==> config.mk <==
export PLATFORM = sky130hd
export DESIGN_NAME = iterative_sqrt_param
export DESIGN_NICKNAME = d
export VERILOG_FILES = /design/src/rtl/iterative_sqrt_param.sv
export SDC_FILE = /design/constraint.sdc
export NUM_CORES = 1
export LEC_CHECK = 0
export ABC_AREA = 0
export CAP_MARGIN = 10
export CORE_UTILIZATION = 55
export CTS_BUF_LIST = sky130_fd_sc_hd__clkbuf_8 sky130_fd_sc_hd__clkbuf_16
export DETAILED_ROUTE_END_ITERATION = 7
export DONT_BUFFER_PORTS = 1
export PLACE_DENSITY = 0.7
export SKIP_CTS_REPAIR_TIMING = 1
export SLEW_MARGIN = 40
export SYNTH_ARGS = -nofsm -noshare
export SYNTH_HDL_FRONTEND = slang
export SYNTH_SLANG_ARGS = --single-unit
==> constraint.sdc <==
create_clock -name clk -period 8.7 [get_ports clk]
set_input_delay 1.74 -clock clk [delete_from_list [all_inputs] [get_ports clk]]
set_output_delay 1.74 -clock clk [all_outputs]
set_load 0.03 [all_outputs]
==> src/rtl/iterative_sqrt_param.sv <==
// iterative_sqrt_param: floor(sqrt(n)) and remainder n - root^2 by binary search
// over the root. One probe per cycle through a single squarer. Valid/ready on both
// sides. A new operand may be taken while an earlier result is still stalled at
// the output.
//
// state  | meaning
// IDLE   | waiting for an operand; the only state that accepts one
// SEARCH | narrowing [lo, hi]; finalises on the cycle lo == hi
// EMIT   | result known but output register still occupied; holds lo and n
module iterative_sqrt_param #(
  parameter int WIDTH      = 16,
  parameter bit EARLY_EXIT = 1'b1
) (
  input  logic                       clk,
  input  logic                       rst,
  input  logic [WIDTH-1:0]           in_data,
  input  logic                       in_vld,
  output logic                       in_rdy,
  output logic [(WIDTH+1)/2-1:0]     out_root,
  output logic [(WIDTH+1)/2:0]       out_rem,
  output logic                       out_vld,
  input  logic                       out_rdy
);
  localparam int ROOT_W = (WIDTH + 1) / 2;

  typedef enum logic [1:0] {IDLE, SEARCH, EMIT} state_t;

  state_t              state;
  logic [WIDTH-1:0]    n_q;
  logic [ROOT_W-1:0]   lo;
  logic [ROOT_W-1:0]   hi;
  logic [ROOT_W-1:0]   mid;
  logic [2*ROOT_W-1:0] sq;
  logic [2*ROOT_W-1:0] n_ext;
  logic [ROOT_W:0]     rem_now;
  logic                out_free;

  // Handshake depends only on state and reset, never on in_vld or out_rdy.
  assign in_rdy = (state == IDLE) && !rst;

  // Upper midpoint probe. Once lo == hi, mid equals lo, so the same squarer
  // also provides lo^2 for the remainder.
  always_comb begin
    mid      = ROOT_W'(({1'b0, lo} + {1'b0, hi} + (ROOT_W+1)'(1)) >> 1);
    sq       = {{ROOT_W{1'b0}}, mid} * {{ROOT_W{1'b0}}, mid};
    n_ext    = (2*ROOT_W)'(n_q);
    rem_now  = (ROOT_W+1)'(n_ext - sq);
    out_free = !out_vld || out_rdy;
  end

  // Sequencer, search range and output register. A load on the same edge as a
  // retire overrides the clear, so out_vld stays high.
  always_ff @(posedge clk) begin
    if (rst) begin
      state    <= IDLE;
      n_q      <= '0;
      lo       <= '0;
      hi       <= '0;
      out_vld  <= 1'b0;
      out_root <= '0;
      out_rem  <= '0;
    end else begin
      if (out_vld && out_rdy) out_vld <= 1'b0;
      case (state)
        IDLE: begin
          if (in_vld) begin
            n_q   <= in_data;
            lo    <= '0;
            hi    <= '1;
            state <= SEARCH;
          end
        end
        SEARCH: begin
          if (lo != hi) begin
            if (EARLY_EXIT && (sq == n_ext)) begin
              lo <= mid;
              hi <= mid;
            end else if (sq <= n_ext) begin
              lo <= mid;
            end else begin
              hi <= mid - ROOT_W'(1);
            end
          end else if (out_free) begin
            out_root <= lo;
            out_rem  <= rem_now;
            out_vld  <= 1'b1;
            state    <= IDLE;
          end else begin
            state <= EMIT;
          end
        end
        EMIT: begin
          if (out_free) begin
            out_root <= lo;
            out_rem  <= rem_now;
            out_vld  <= 1'b1;
            state    <= IDLE;
          end
        end
        default: state <= IDLE;
      endcase
    end
  end
endmodule

==> reports/results.txt <==
Yosys reg bits -> 52
CTS sink cnt -> 52
hold path depth -> 2
vias in the first global route -> 3812
syn nets -> 714
worst-path maximum fanout -> 13
RSZ-0062 raised after global routing -> false
routability cong. -> 0.998
die width -> 95.9 um
Async SR Flop Fraction -> 0%
clk root buf -> clkbuf_8
Via density -> 5.55
Worst Tran Pin Value -> 676 ps
post-synth top area share -> 21.5%
Post-synth EDFFs -> 0
Max Slew Vio Count -> 0
antenna diode count -> 0
commonest non-fill, non-tap cell in the layout -> inv_1
setup TNS -> 0 ps
reg2reg path depth -> 27
initial DRC count -> 154
drt drc -> 0
CP arrival -> 8140 ps
WL final -> 10300 um
Mapped Cells -> 602
global-route wire length before repair -> 17500 um
Synth Warn # -> 0
CTS H-tree depth -> 2
maximum capacitance violations -> 0
most used cell, CP -> fa_1
Post-DP Area -> 4900 um2
share of cells above drive strength 1 -> 5.73%
final hold violations -> 0
final std cell area, no fill -> 5010 um2
later-pin clock latency in the skew report -> 330 ps
initial antenna violation count -> 0
leading area contributor after synthesis -> dfxtp_1
IO Pins -> 39
detailed-route via count -> 3875
worst r2r src -> lo[2]$_SDFFE_PP0P_
max incr delay on CP -> 600 ps
Nets -> 704
GRT Residual Overflow -> 0
total die area -> 9190 um2
post-route ant nets -> 0
Main synth FF type -> dfxtp_1
routed wire length per instance -> 14.8 um
fin crit share -> 90.8%
TritonRoute pass-1 iters -> 4
most frequent cells in the layout -> inv_1 (85), nand2_1 (79), ha_1 (68)
synthesis-to-finish area growth -> 3.30%
dominant cells by area after synthesis -> dfxtp_1 (21%), ha_1 (18%), fa_1 (9.9%), inv_1 (6.6%), nand2_1 (6.1%)
Final min period -> 7900 ps
Max-slew headroom -> 54.9%
Hold Path Origin -> n_ext[9]$_SDFFE_PP0P_
Synth cell types -> 61
crit path capture type -> flip-flop
clk slew on worst S/H paths -> 120 ps
r2r setup slk -> 800 ps
Worst R2R End -> lo[0]$_SDFFE_PP0P_
number of CTS-inserted buffers -> 5
Port Buf Inserts -> 0
Die H -> 95.9 um
Startpoint Class -> flip-flop
Max Root-Sink Buffers -> 2
Setup CP Type -> flip-flop to flip-flop
HP Class -> flip-flop to flip-flop
Core Region -> 8380 um2
row cnt -> 33
dpl hpwl -> 8130 um
f_max -> 0.127 GHz
synthesized area -> 4850 um2
Max Clock Skew -> 18.8 ps
GRT Total Usage -> 24.5%
final setup fails -> 0
status -> finished clean
Initial Utilization -> 57.8%
largest net degree at the start of global routing -> 56
Worst EP required -> 8940 ps
syn_area_per_cell -> 8.05 um2
Worst Hold End -> n_ext[9]$_SDFFE_PP0P_
Crit-path slowest cell -> a31oi_2
sequential area share after synthesis -> 21.5%
CTS tree -> built
[worst max-delay path: cells and delay by family (launching register included)]
kind	cells	cell delay, ps
adder cells (fa/ha/maj)	7	3070
AO/OA/AOI/OAI	8	2310
AND/OR/NAND/NOR	7	1470
flip-flops	1	340
multiplexers	1	280
buffers and inverters	3	170
XOR/XNOR	1	150
[Yosys cell counts, drive strengths merged, types with 7 or more instances]
cell type  instances
inv               87
nand2             80
ha                68
nor2              60
a21oi             58
dfxtp             52
xnor2             26
fa                24
clkbuf            13
o21ai             13
nand2b            11
nor3              10
nand3              8
a211oi             7
a21o               7
[cells by family (layout without fill, tap and decap cells)]
kind of cell             count (synthesis)  after routing  synth area share, %
AND/OR/NAND/NOR                        197            197                 18.6
AO/OA/AOI/OAI                          118            118                 16.8
buffers and inverters                  106             97                 8.83
adder cells (fa/ha/maj)                 92             92                 27.5
flip-flops                              52             52                 21.5
XOR/XNOR                                31             31                 5.60
multiplexers                             6              6                 1.24
[layout make-up]
class,count,area [um2]
Sequential cell,52,1040
Timing Repair Buffer,2,15.0
Clock buffer,5,68.8
Multi-Input combinational cell,444,3400
Inverter,87,327
Clock inverter,3,28.8
Tap cell,105,131
Fill cell,764,3370
[through the flow]
stage | utilization (%) | worst slack (ps) | hold WS [ps] | cells
finish | 59.7 | 799 | 457 | 698
global route | 59.7 | 304 | 475 | 698
CTS | 59.7 | 816 | 458 | 698
detailed placement | 58.5 | 865 | 443 | 690
global placement | 58.4 | 992 | 440 | 690
floorplan | - | 1600 | 436 | 602
[registers in the layout, summed over array words and instances, names as in the netlist]
signal	count
hi	8
lo	8
n_ext	16
out_rem	9
out_root	8
out_vld	1
state	2
[how the worst max path moves through the flow]
stage                            start                 end  slack, ps  depth (start not counted)
floorplan           lo[2]$_SDFFE_PP0P_  lo[0]$_SDFFE_PP0P_       1600                         29
global placement    lo[2]$_SDFFE_PP0P_  lo[0]$_SDFFE_PP0P_        990                         27
CTS                 lo[2]$_SDFFE_PP0P_  lo[0]$_SDFFE_PP0P_        820                         27
global route        lo[0]$_SDFFE_PP0P_  lo[0]$_SDFFE_PP0P_        300                         29
detailed placement  lo[2]$_SDFFE_PP0P_  lo[0]$_SDFFE_PP0P_        860                         27
finish              lo[2]$_SDFFE_PP0P_  lo[0]$_SDFFE_PP0P_        800                         27
[routing by layer]
metal  up-vias  share of wire [%]  track usage (%)  routed length, um
li1       1969                  -                -                  -
met1      1836                 47             29.8               4860
met2        50                 48             43.2               4990
met3        20                2.4             4.34                247
met4         0                2.4             8.46                248
met5         -                  0                0                  0
Power is not shown: default switching activity piles up to over one toggle a cycle in this logic, so the estimate is an artifact.
